[config.mk]
export PLATFORM = sky130hd
export DESIGN_NAME = serial_adder
export DESIGN_NICKNAME = d
export VERILOG_FILES = /design/src/rtl/serial_adder.sv
export SDC_FILE = /design/constraint.sdc
export NUM_CORES = 1
export LEC_CHECK = 0
export CAP_MARGIN = 20
export CORE_ASPECT_RATIO = 1.5
export CORE_UTILIZATION = 51
export CTS_BUF_LIST = sky130_fd_sc_hd__clkbuf_16
export CTS_CLUSTER_DIAMETER = 30
export CTS_CLUSTER_SIZE = 12
export DETAILED_ROUTE_END_ITERATION = 10
export HOLD_SLACK_MARGIN = 0.08
export PLACE_DENSITY = 0.87
export SLEW_MARGIN = 20
export SYNTH_ARGS = -nofsm -noshare
export SYNTH_HDL_FRONTEND = slang
export SYNTH_SLANG_ARGS = --single-unit
[constraint.sdc]
create_clock -name clk -period 1.59 [get_ports clk]
set_input_delay 0.3975 -clock clk [delete_from_list [all_inputs] [get_ports clk]]
set_output_delay 0.3975 -clock clk [all_outputs]
set_load 0.02 [all_outputs]
[src/rtl/serial_adder.sv]
// Bit-serial adder: one full_adder plus a carry flop adds two N-bit operands LSB-first, one bit per clock.
// Start/busy handshake on the input side; a one-cycle done pulse marks a new registered result.

module full_adder (
  input  logic a,
  input  logic b,
  input  logic ci,
  output logic s,
  output logic co
);

  assign s  = a ^ b ^ ci;
  assign co = (a & b) | (ci & (a ^ b));

endmodule

// state  | meaning
// IDLE   | waiting for start; busy=0
// RUN    | one operand bit per edge; N edges in total
// DONE   | done pulse, result valid; returns to IDLE unconditionally
module serial_adder #(
  parameter int N = 8
) (
  input  logic         clk,
  input  logic         rst,
  input  logic         start,
  input  logic [N-1:0] x,
  input  logic [N-1:0] y,
  input  logic         cin,
  output logic         busy,
  output logic         done,
  output logic [N-1:0] z,
  output logic         cout
);

  localparam int CW = (N > 1) ? $clog2(N) : 1;

  localparam logic [1:0] S_IDLE = 2'd0;
  localparam logic [1:0] S_RUN  = 2'd1;
  localparam logic [1:0] S_DONE = 2'd2;

  logic [1:0]    state;
  logic [N-1:0]  sa;
  logic [N-1:0]  sb;
  logic [N-1:0]  acc;
  logic          carry;
  logic [CW-1:0] cnt;
  logic          fa_s;
  logic          fa_c;
  logic [N-1:0]  acc_next;

  full_adder u_fa (
    .a  (sa[0]),
    .b  (sb[0]),
    .ci (carry),
    .s  (fa_s),
    .co (fa_c)
  );

  // sum bits enter at the MSB so that after N shifts bit 0 sits at acc[0]
  assign acc_next = N'({fa_s, acc} >> 1);

  always_ff @(posedge clk) begin
    if (rst) begin
      state <= S_IDLE;
      busy  <= 1'b0;
      done  <= 1'b0;
      z     <= '0;
      cout  <= 1'b0;
      sa    <= '0;
      sb    <= '0;
      acc   <= '0;
      carry <= 1'b0;
      cnt   <= '0;
    end else begin
      case (state)
        S_IDLE: begin
          if (start) begin
            sa    <= x;
            sb    <= y;
            carry <= cin;
            acc   <= '0;
            cnt   <= '0;
            busy  <= 1'b1;
            state <= S_RUN;
          end
        end
        S_RUN: begin
          acc   <= acc_next;
          sa    <= sa >> 1;
          sb    <= sb >> 1;
          carry <= fa_c;
          cnt   <= cnt + CW'(1);
          if (cnt == CW'(N - 1)) begin
            z     <= acc_next;
            cout  <= fa_c;
            done  <= 1'b1;
            state <= S_DONE;
          end
        end
        S_DONE: begin
          busy  <= 1'b0;
          done  <= 1'b0;
          state <= S_IDLE;
        end
        default: begin
          busy  <= 1'b0;
          done  <= 1'b0;
          state <= S_IDLE;
        end
      endcase
    end
  end

endmodule

==> metrics <==
status finished clean; multiplexer area fraction after synthesis 8.58%; ANT nets after route 0; CTS Buf Count 5; post-synth top area share a little under half; number of filler cells placed in the layout 252; Final Setup Violations 0; boundary pin count 31; sequential fraction of the synthesis area 45.7%; Critical Path Source Type flop; Max FO, Critical Path 11; worst hold-check path type reg -> reg; Via density 5.43; max-cap viol count 0; synth cell count leaders dfxtp_1, nand2_1, a211oi_2; Cells after Synth 167; Period minus WS final roughly 1.4 ns; clock-pin slew on the worst setup and hold paths 0.05 ns; # port buffers 30; Final WS setup between 0.15 and 0.2 ns; core area 3220 um^2; share of layout cells above drive strength 1 between 20% and 30%; Simple-Gate Fraction of Synth Area between 10% and 20%; number of antenna violations at the first check in global routing 0; # hold bufs at CTS 0; final number of hold-violating endpoints 0; Worst Setup End Kind flop; Met2 Routed Length between 1500 and 2000 um; CP Class reg -> reg; final hold slack 0.456 ns; TritonCTS Sinks 40; first-pass GRT wire length 5330 um; top cells by area, synth dfxtp_1, a211oi_2, mux2i_1, nor2_2, a22oi_1; Pre-antenna DRT Iters 4; Leak slightly below 0.9 nW; Worst Path Buf+Inv 0; 1st-iter DRT viols 28; mapped cell area ~1800 um^2; Post-DP HPWL around 2300 um; Max Fclk between 600 and 700 MHz; RSZ-0062 raised after global routing false; final WL between 3000 and 4000 um; largest net degree at the start of global routing 23; Slew Limit Fails 0; Die X 49.8 um; Die ar. around 3700 um^2; Die Ht between 70 and 80 um; total power 2.30 mW; Post-route DRC 0; Area Overhead vs Synth 25.0%; Slew HR 69.3%; Worst Clk Skew between 0.005 and 0.006 ns; CP arrival between 1.5 and 2 ns; total grt overflow 0; wire per inst approximately 13 um; antenna fix cells 0; Ys Warns 0; post-synth top area cell dfxtp_1; Avg Cell Area, Syn between 10 and 15 um^2; Area after DPL between 2000 and 2500 um^2; total number of vias between 1000 and 1500; Crit path max-delay family simple AND/OR/NAND/NOR gates; worst vdd ir 0.00111 V; Synth Area in Adders 2.57%; Synth Area in Compound Gates 21.5%; clock root cell clkbuf_16; slowest stage delay, CP 0.36 ns; number of synthesized flops with an enable pin 0; GP Congestion approximately 0.77; Worst-Margin Slew between 0.4 and 0.5 ns; Final Net Count approximately 220; fin crit share 90.3%; DP Worst Slack -0.315 ns; vias in the first global route approximately 1300; DRT met1 WL roughly 1300 um; ys async rst share 0%; num rows 25; CTS tree done; largest family of logic cells by synthesized area compound AO/OA/AOI/OAI gates; worst skew pair latency 0.28 ns; clk buf depth 2; routed wl met3 between 100 and 150 um; CTS H-tree depth 2; xor and xnor fraction of the mapped netlist area 0%; Final Cell Area roughly 2200 um^2; Most common cell on crit path ha_1; Primary FF master, synth dfxtp_1; CP cell instances ha_1 -> ha_1 -> nand3b_1 -> nand2_1 -> a21oi_1; synthesized net count 190; FF-to-FF path depth 5; slowest cell on the critical path dfxtp_1; cell with the most instances after synthesis dfxtp_1; Top Metal Used met4; number of cells on the critical path 5; Total GRT Usage ~20%; Yosys reg bits 40; worst path required time between 1.5 and 2 ns; PwrDens 1050 nW/um^2; Initial Utilization between 50% and 60%; post-synthesis cell type count 26; Min-Delay Path Depth 2
-- metal layers --
metal / up-vias / GRT usage, %
met5: - / 0
met4: 0 / 10.5
met3: 6 / 6.83
met2: 29 / 36.0
met1: 621 / 19.4
li1: 647 / -
-- cell usage in the layout, fill, tap and decap left out, drive strengths merged --
cell type,n
nor2,29
a21oi,11
clkbuf,5
dfxtp,40
nand3b,1
nor3,1
inv,1
mux2i,15
a2111oi,1
nand2b,1
nor2b,1
nor3b,1
clkinv,3
nand2,18
buf,9
a211oi,16
o21ba,1
dlygate4sd2,11
clkdlybuf4s50,19
a22oi,11
fa,1
o21bai,1
and3b,1
ha,2
-- metrics by stage --
| step | cells | util (%) | setup TNS, ns |
|---|---|---|---|
| after floorplan | 167 | - | 0 |
| after global placement | 232 | 63.9 | -1.93 |
| after detailed placement | 232 | 63.9 | -3.04 |
| after CTS | 240 | 67.9 | 0 |
| after global routing | 240 | 67.9 | 0 |
| final | 240 | 67.9 | 0 |
-- where the power goes --
part | internal, mW | switching, mW | total (mW)
Sequential | 1.05 | 0.0373 | 1.09
Combinational | 0.148 | 0.132 | 0.280
Clock | 0.568 | 0.364 | 0.932
Total | 1.77 | 0.533 | 2.30
-- cell families (layout without fill, tap and decap cells) --
group | count (synthesis) | after routing
AO/OA/AOI/OAI | 41 | 41
AND/OR/NAND/NOR | 53 | 53
buffers and inverters | 15 | 48
adder cells (fa/ha/maj) | 3 | 3
flip-flops | 40 | 40
multiplexers | 15 | 15
-- what timing repair did --
item                       4_1_cts  5_1_grt
setup endpoints to repair       13        0
resized for setup               12        0
buffers inserted                 0        0
-- cell type report --
| class | count | area (um^2) | area share [%] |
|---|---|---|---|
| Clock inverter | 3 | 13.8 | 0.629 |
| Clock buffer | 5 | 125 | 5.72 |
| Multi-Input combinational cell | 112 | 828 | 37.9 |
| Sequential cell | 40 | 801 | 36.6 |
| Inverter | 1 | 3.75 | 0.172 |
| Timing Repair Buffer | 39 | 367 | 16.8 |
| Tap cell | 40 | 50.0 | 2.29 |
-- worst paths after layout --
| check | startpoint | to | slack, ns |
|---|---|---|---|
| worst max register to register | cnt[0] | z[5] | 0.15 |
| worst min-delay path | z[7] | z[7] | 0.46 |
| worst min register to register | z[7] | z[7] | 0.46 |
| worst max-delay path | cnt[0] | z[5] | 0.15 |
-- flip-flops by register name, indices dropped and copies added, names as in the netlist --
signal  count
cnt         3
cout        1
sa          8
acc         7
state       2
sb          8
busy        1
carry       1
done        1
z           8
-- worst reg2reg max path: cells and delay by family (launching register included) --
family | cells | cell delay (ns)
AO/OA/AOI/OAI | 1 | 0.08
AND/OR/NAND/NOR | 2 | 0.52
flip-flops | 1 | 0.36
adder cells (fa/ha/maj) | 2 | 0.35
(Power assumes the default switching activity.)
